**config.mk**
```make
export PLATFORM = sky130hd
export DESIGN_NAME = fifo_rd_ctrl_flat
export DESIGN_NICKNAME = d
export VERILOG_FILES = /design/src/rtl/fifo_rd_ctrl_if.sv /design/src/rtl/fifo_rd_ctrl.sv /design/src/flat_wrapper.sv
export SDC_FILE = /design/constraint.sdc
export NUM_CORES = 1
export LEC_CHECK = 0
export BUFFER_PORTS_ARGS = -buffer_cell sky130_fd_sc_hd__buf_4
export CAP_MARGIN = 20
export CELL_PAD_IN_SITES_DETAIL_PLACEMENT = 0
export CELL_PAD_IN_SITES_GLOBAL_PLACEMENT = 1
export CORE_ASPECT_RATIO = 1.1
export CORE_UTILIZATION = 33
export DETAILED_ROUTE_END_ITERATION = 8
export PLACE_DENSITY = 0.8
export SLEW_MARGIN = 0
export SYNTH_ARGS = -nofsm -noshare
export SYNTH_HDL_FRONTEND = slang
export SYNTH_SLANG_ARGS = --single-unit
```
**constraint.sdc**
```tcl
create_clock -name R_CLK -period 4.3 [get_ports R_CLK]
set_input_delay 0.215 -clock R_CLK [delete_from_list [all_inputs] [get_ports R_CLK]]
set_output_delay 0.215 -clock R_CLK [all_outputs]
set_load 0.02 [all_outputs]
```
**src/rtl/fifo_rd_ctrl_if.sv**
```systemverilog
// Read-side FIFO controller bus: memory read port, synchronizer input,
// read pointer feedback, and the registered output word toward the UART TX.
//
// Output handshake: rd_valid says rd_data holds an unconsumed word; a word
// transfers on every rising edge where rd_valid && rd_ready. rd_valid never
// depends combinationally on rd_ready, and rd_data is stable while
// rd_valid && !rd_ready. rd_ready may be high while rd_valid is low.
interface fifo_rd_ctrl_if #(
    parameter int DATA_WIDTH = 8,
    parameter int ADDR_WIDTH = 3
);
    logic [ADDR_WIDTH:0]   wptr;
    logic [DATA_WIDTH-1:0] r_data;
    logic [ADDR_WIDTH-1:0] r_addr;
    logic [ADDR_WIDTH:0]   rptr;
    logic                  rempty;
    logic [DATA_WIDTH-1:0] rd_data;
    logic                  rd_valid;
    logic                  rd_ready;
    logic [ADDR_WIDTH:0]   rd_count;

    // The read controller itself
    modport master (
        input  wptr, r_data, rd_ready,
        output r_addr, rptr, rempty, rd_data, rd_valid, rd_count
    );

    // Memory, write-side synchronizer source and the consumer
    modport slave (
        output wptr, r_data, rd_ready,
        input  r_addr, rptr, rempty, rd_data, rd_valid, rd_count
    );
endinterface

```
**src/rtl/fifo_rd_ctrl.sv**
```systemverilog
// Read-domain controller of the asynchronous UART FIFO. Synchronizes the
// Gray write pointer, keeps the binary/Gray read pointer and the registered
// empty flag, and pops memory words into a registered valid/ready output.
module fifo_rd_ctrl #(
    parameter int DATA_WIDTH = 8,
    parameter int ADDR_WIDTH = 3
) (
    input  logic           R_CLK,
    input  logic           R_RST,
    fifo_rd_ctrl_if.master bus
);

    logic [ADDR_WIDTH:0]   wq1;
    logic [ADDR_WIDTH:0]   wq2;
    logic [ADDR_WIDTH:0]   rbin;
    logic [ADDR_WIDTH:0]   rbin_next;
    logic [ADDR_WIDTH:0]   rgray_next;
    logic [ADDR_WIDTH:0]   rptr_q;
    logic                  rempty_q;
    logic [DATA_WIDTH-1:0] rd_data_q;
    logic                  rd_valid_q;
    logic                  pop;

    // Gray to binary: each binary bit is the XOR of all Gray bits at or above it.
    function automatic logic [ADDR_WIDTH:0] gray2bin(input logic [ADDR_WIDTH:0] g);
        logic [ADDR_WIDTH:0] b;
        b = g;
        for (int i = ADDR_WIDTH - 1; i >= 0; i--) begin
            b[i] = b[i+1] ^ g[i];
        end
        return b;
    endfunction

    // Pop when memory holds a word and the output register is free or being drained.
    always_comb begin
        pop = !rempty_q && (!rd_valid_q || bus.rd_ready);
    end

    // Next read pointer in binary and Gray; the Gray form feeds both rptr and empty.
    always_comb begin
        rbin_next  = rbin + {{ADDR_WIDTH{1'b0}}, pop};
        rgray_next = rbin_next ^ (rbin_next >> 1);
    end

    // Two-flop synchronizer for the write pointer; only wq2 is used downstream.
    always_ff @(posedge R_CLK or negedge R_RST) begin
        if (!R_RST) begin
            wq1 <= '0;
            wq2 <= '0;
        end else begin
            wq1 <= bus.wptr;
            wq2 <= wq1;
        end
    end

    // Read pointer and empty flag. Empty compares every bit, wrap bit included,
    // against the stale synchronized write pointer, so it can only be pessimistic.
    always_ff @(posedge R_CLK or negedge R_RST) begin
        if (!R_RST) begin
            rbin     <= '0;
            rptr_q   <= '0;
            rempty_q <= 1'b1;
        end else begin
            rbin     <= rbin_next;
            rptr_q   <= rgray_next;
            rempty_q <= (rgray_next == wq2);
        end
    end

    // Output word register: load on pop (word at the current r_addr), clear valid
    // when the held word is consumed with nothing behind it, otherwise hold.
    always_ff @(posedge R_CLK or negedge R_RST) begin
        if (!R_RST) begin
            rd_data_q  <= '0;
            rd_valid_q <= 1'b0;
        end else if (pop) begin
            rd_data_q  <= bus.r_data;
            rd_valid_q <= 1'b1;
        end else if (rd_valid_q && bus.rd_ready) begin
            rd_valid_q <= 1'b0;
        end
    end

    assign bus.r_addr   = rbin[ADDR_WIDTH-1:0];
    assign bus.rptr     = rptr_q;
    assign bus.rempty   = rempty_q;
    assign bus.rd_data  = rd_data_q;
    assign bus.rd_valid = rd_valid_q;
    assign bus.rd_count = gray2bin(wq2) - rbin;

endmodule

```
**src/flat_wrapper.sv**
```systemverilog
// flat-port wrapper written by rule: the top's interface ports become plain ports
module fifo_rd_ctrl_flat 
#(
    parameter int DATA_WIDTH = 8,
    parameter int ADDR_WIDTH = 3
)
  (R_CLK, R_RST, bus_wptr, bus_r_data, bus_rd_ready, bus_r_addr, bus_rptr, bus_rempty, bus_rd_data, bus_rd_valid, bus_rd_count);
  fifo_rd_ctrl_if #(.DATA_WIDTH(DATA_WIDTH), .ADDR_WIDTH(ADDR_WIDTH)) bus_i ();
  input  logic R_CLK;
  input  logic R_RST;
  input wire logic [$bits(bus_i.wptr)-1:0] bus_wptr;
  input wire logic [$bits(bus_i.r_data)-1:0] bus_r_data;
  input wire logic [$bits(bus_i.rd_ready)-1:0] bus_rd_ready;
  output wire logic [$bits(bus_i.r_addr)-1:0] bus_r_addr;
  output wire logic [$bits(bus_i.rptr)-1:0] bus_rptr;
  output wire logic [$bits(bus_i.rempty)-1:0] bus_rempty;
  output wire logic [$bits(bus_i.rd_data)-1:0] bus_rd_data;
  output wire logic [$bits(bus_i.rd_valid)-1:0] bus_rd_valid;
  output wire logic [$bits(bus_i.rd_count)-1:0] bus_rd_count;
  assign bus_i.wptr = bus_wptr;
  assign bus_i.r_data = bus_r_data;
  assign bus_i.rd_ready = bus_rd_ready;
  assign bus_r_addr = bus_i.r_addr;
  assign bus_rptr = bus_i.rptr;
  assign bus_rempty = bus_i.rempty;
  assign bus_rd_data = bus_i.rd_data;
  assign bus_rd_valid = bus_i.rd_valid;
  assign bus_rd_count = bus_i.rd_count;
  fifo_rd_ctrl #(.DATA_WIDTH(DATA_WIDTH), .ADDR_WIDTH(ADDR_WIDTH)) u_core (.R_CLK(R_CLK), .R_RST(R_RST), .bus(bus_i));
endmodule
```
==> results.md <==
* Die area at 0.00370 mm²
* Post-synthesis compound-gate area fraction at 6.25%
* Post-layout net count at 151
* Top area cells in the synthesized netlist: dfrtp_1, mux2_2, xnor2_1
* # IOs at 36
* Total Power at 1.05 mW
* Avg Cell Area, Syn at 13.0 µm²
* Ys flop type: dfrtp_1
* Synth Area in Adders at 7.24%
* Critical Path RT at ~4 ns
* Failing checks: DRC
* Initial DRC Count at 41
* Area used by multi-input combinational logic at 459 µm²
* Sequential fraction of the synthesis area at 54.9%
* Final period utilization at between 60 and 70%
* Initial DRT Pass Iterations at 5
* Largest family of logic cells by synthesized area: XOR/XNOR gates
* Via count at between 700 and 800
* Worst min-delay path class: in2reg
* Pleak at 0.719 nW
* First-pass GRT wire length at around 3.3 mm
* Post-Route WL at about 2.1 mm
* RSZ-0062 raised after global routing: no
* Placer Congestion at 0.765
* Commonest cells after routing, fill and taps aside: buf_4, dfrtp_1, inv_1, xnor2_1, mux2_2
* Cells after Synth at a little under 90
* FF+latch count, synth at 25
* Storage cell area at 627 µm²
* Place WS at 2.02 ns
* Post-CTS Hold Buffers at 5
* Clock-pin slew on the worst setup and hold paths at 0.14 ns
* Resized cells post-CTS at 0
* Filler instances at 310
* Wire per inst at 11.8 µm
* Status: finished, violations left
* Ys async rst share at 100%
* Post-synth EDFFs at 0
* Post-synth top area share at 52.6%
* Most common cell after layout, fill and taps aside: buf_4
* Post-synthesis xor/xnor area fraction at 13.6%
* Clock sinks at 25
* Worst hold slack at 0.0845 ns
* Layout cell share with drive strength beyond 1 at 38.8%
* ANT nets after route at 0
* Final worst setup slack at about 1.7 ns
* Final setup violation count at 0
* Max Clk Rate at 383 MHz
* H-Tree Depth at 1
* Vias per inst at 4.41
* P&R area growth vs syn at 33.1%
* Die height at 63.7 µm
* Tot GR Track Use at 11.9%
* Die X at between 50 and 60 µm
* Max Transition Viols Final at 0
* Final Critical Period at approximately 2.6 ns
* Mux contribution to synthesized area at between 7 and 8%
* Peak VDD IR at 0.241 mV
* Port Buf Inserts at 35
* Ys Warns at 0
* GRT overflow at 0
* Clk_lat worst skew at 0.31 ns
* Crit-path max FO at 6
* Crit Path Category: reg2out
* Simple-gate share of the synthesized area at 5.26%
* Largest net degree at the start of global routing at 26
* Number of global-route vias before repair at between 700 and 800
* Antenna violations before repair at 0
* Post-CTS setup repair buffer count at 0
* Cell taking the most area after synthesis: dfrtp_1
* # rows at 22
* Final setup TNS at 0 ns
* Worst path arrival time at 2.40 ns
* Initial core utilization at 34.3%
* # DRC at 1
* Total CTS buffers at 3
* Clock Skew at 0.00901 ns
* Final hold violation count at 0
* Tightest Pin Transition at 0.555 ns
* ANT cells at 0
* HPWL after DPL at between 1.5 and 2 mm
* Worst Setup End Kind: output pin
* PD cells at 689 mW/mm²
* CP Launch Type: flop
* CTS root buf: clkbuf_4
* Clock Path Buffers at 2
* Unique cell type count in the Yosys netlist at 28
* Netlist Area Pre-Place at 0.00114 mm²
* Core area at ~0.0033 mm²
* Slew margin rel. at between 60% and 70%
* Syn nets at between 100 and 150
* CTS tree: built
* Max-Cap Viols at 0
per-layer routing:
layer | share of wire, % | vias to the layer above | track usage [%] | wire [µm]
met1 | 41 | 388 | 13.5 | 859
met4 | 0.48 | 0 | 3.57 | 10
met3 | 4.6 | 2 | 2.46 | 96
li1 | - | 372 | - | -
met2 | 54 | 18 | 22.0 | 1120
met5 | 0 | - | 0 | 0
worst max-delay path: stages (launching register included):
cell and delay (ns):
dfrtp_1 0.48, xor2_1 0.22, xnor2_1 0.33, xor2_1 0.12, ha_1 0.23, fa_1 0.38
xnor2_1 0.16, buf_4 0.16
per-stage QoR:
step           cell area (µm²)  utilization, %  cells
6_report                  1520            45.6    177
5_1_grt                   1520            45.6    177
4_1_cts                   1520            45.6    177
3_5_place_dp              1440            43.3    168
3_3_place_gp              1440            43.3    168
2_1_floorplan             1140               -     88
power by group:
group / switching [mW] / internal, mW
registers: 0.0674 / 0.298
logic: 0.303 / 0.275
clock network: 0.0665 / 0.0362
total: 0.437 / 0.609
kinds of logic after synthesis:
kind of cell,after synthesis
flops,25
simple gates,11
fa+ha+maj,6
xor+xnor,16
compound gates,10
mux,8
buf+inv,12
flip-flops by register name (all words and copies together) (netlist names):
signal	count
u_core.bus.rd_data	8
u_core.bus.rd_valid	1
u_core.bus.rempty	1
u_core.bus.rptr	3
u_core.rbin	4
u_core.wq1	4
u_core.wq2	4
Yosys cell counts (all sizes together), types with 2 or more instances:
library cell	count
dfrtp	24
inv	9
xnor2	9
mux2	8
xor2	7
ha	5
a21oi	4
buf	2
nand2	2
nor2b	2
nor3	2
worst paths after layout:
check	start	to	slack, ns	cells after the start
worst max register to register	u_core.bus.rd_valid	u_core.bus.rempty	2.13	6
worst max-delay path	u_core.wq2[3]	bus_rd_count[2]	1.69	7
worst min-delay path	bus_rd_ready	u_core.bus.rd_valid	0.08	2
max in group asynchronous	R_RST	u_core.bus.rempty	3.68	2
min in group asynchronous	R_RST	u_core.wq2[3]	0.32	2
worst min register to register	u_core.wq1[2]	u_core.wq2[2]	0.36	0
final cells by class:
cell class	count	area share [%]
Sequential cell	25	41.3
Multi-Input combinational cell	51	30.2
Timing Repair Buffer	40	20.6
Tap cell	48	3.95
Inverter	9	2.22
Clock buffer	4	1.73
Note: power is estimated with default switching activity, not from simulation.
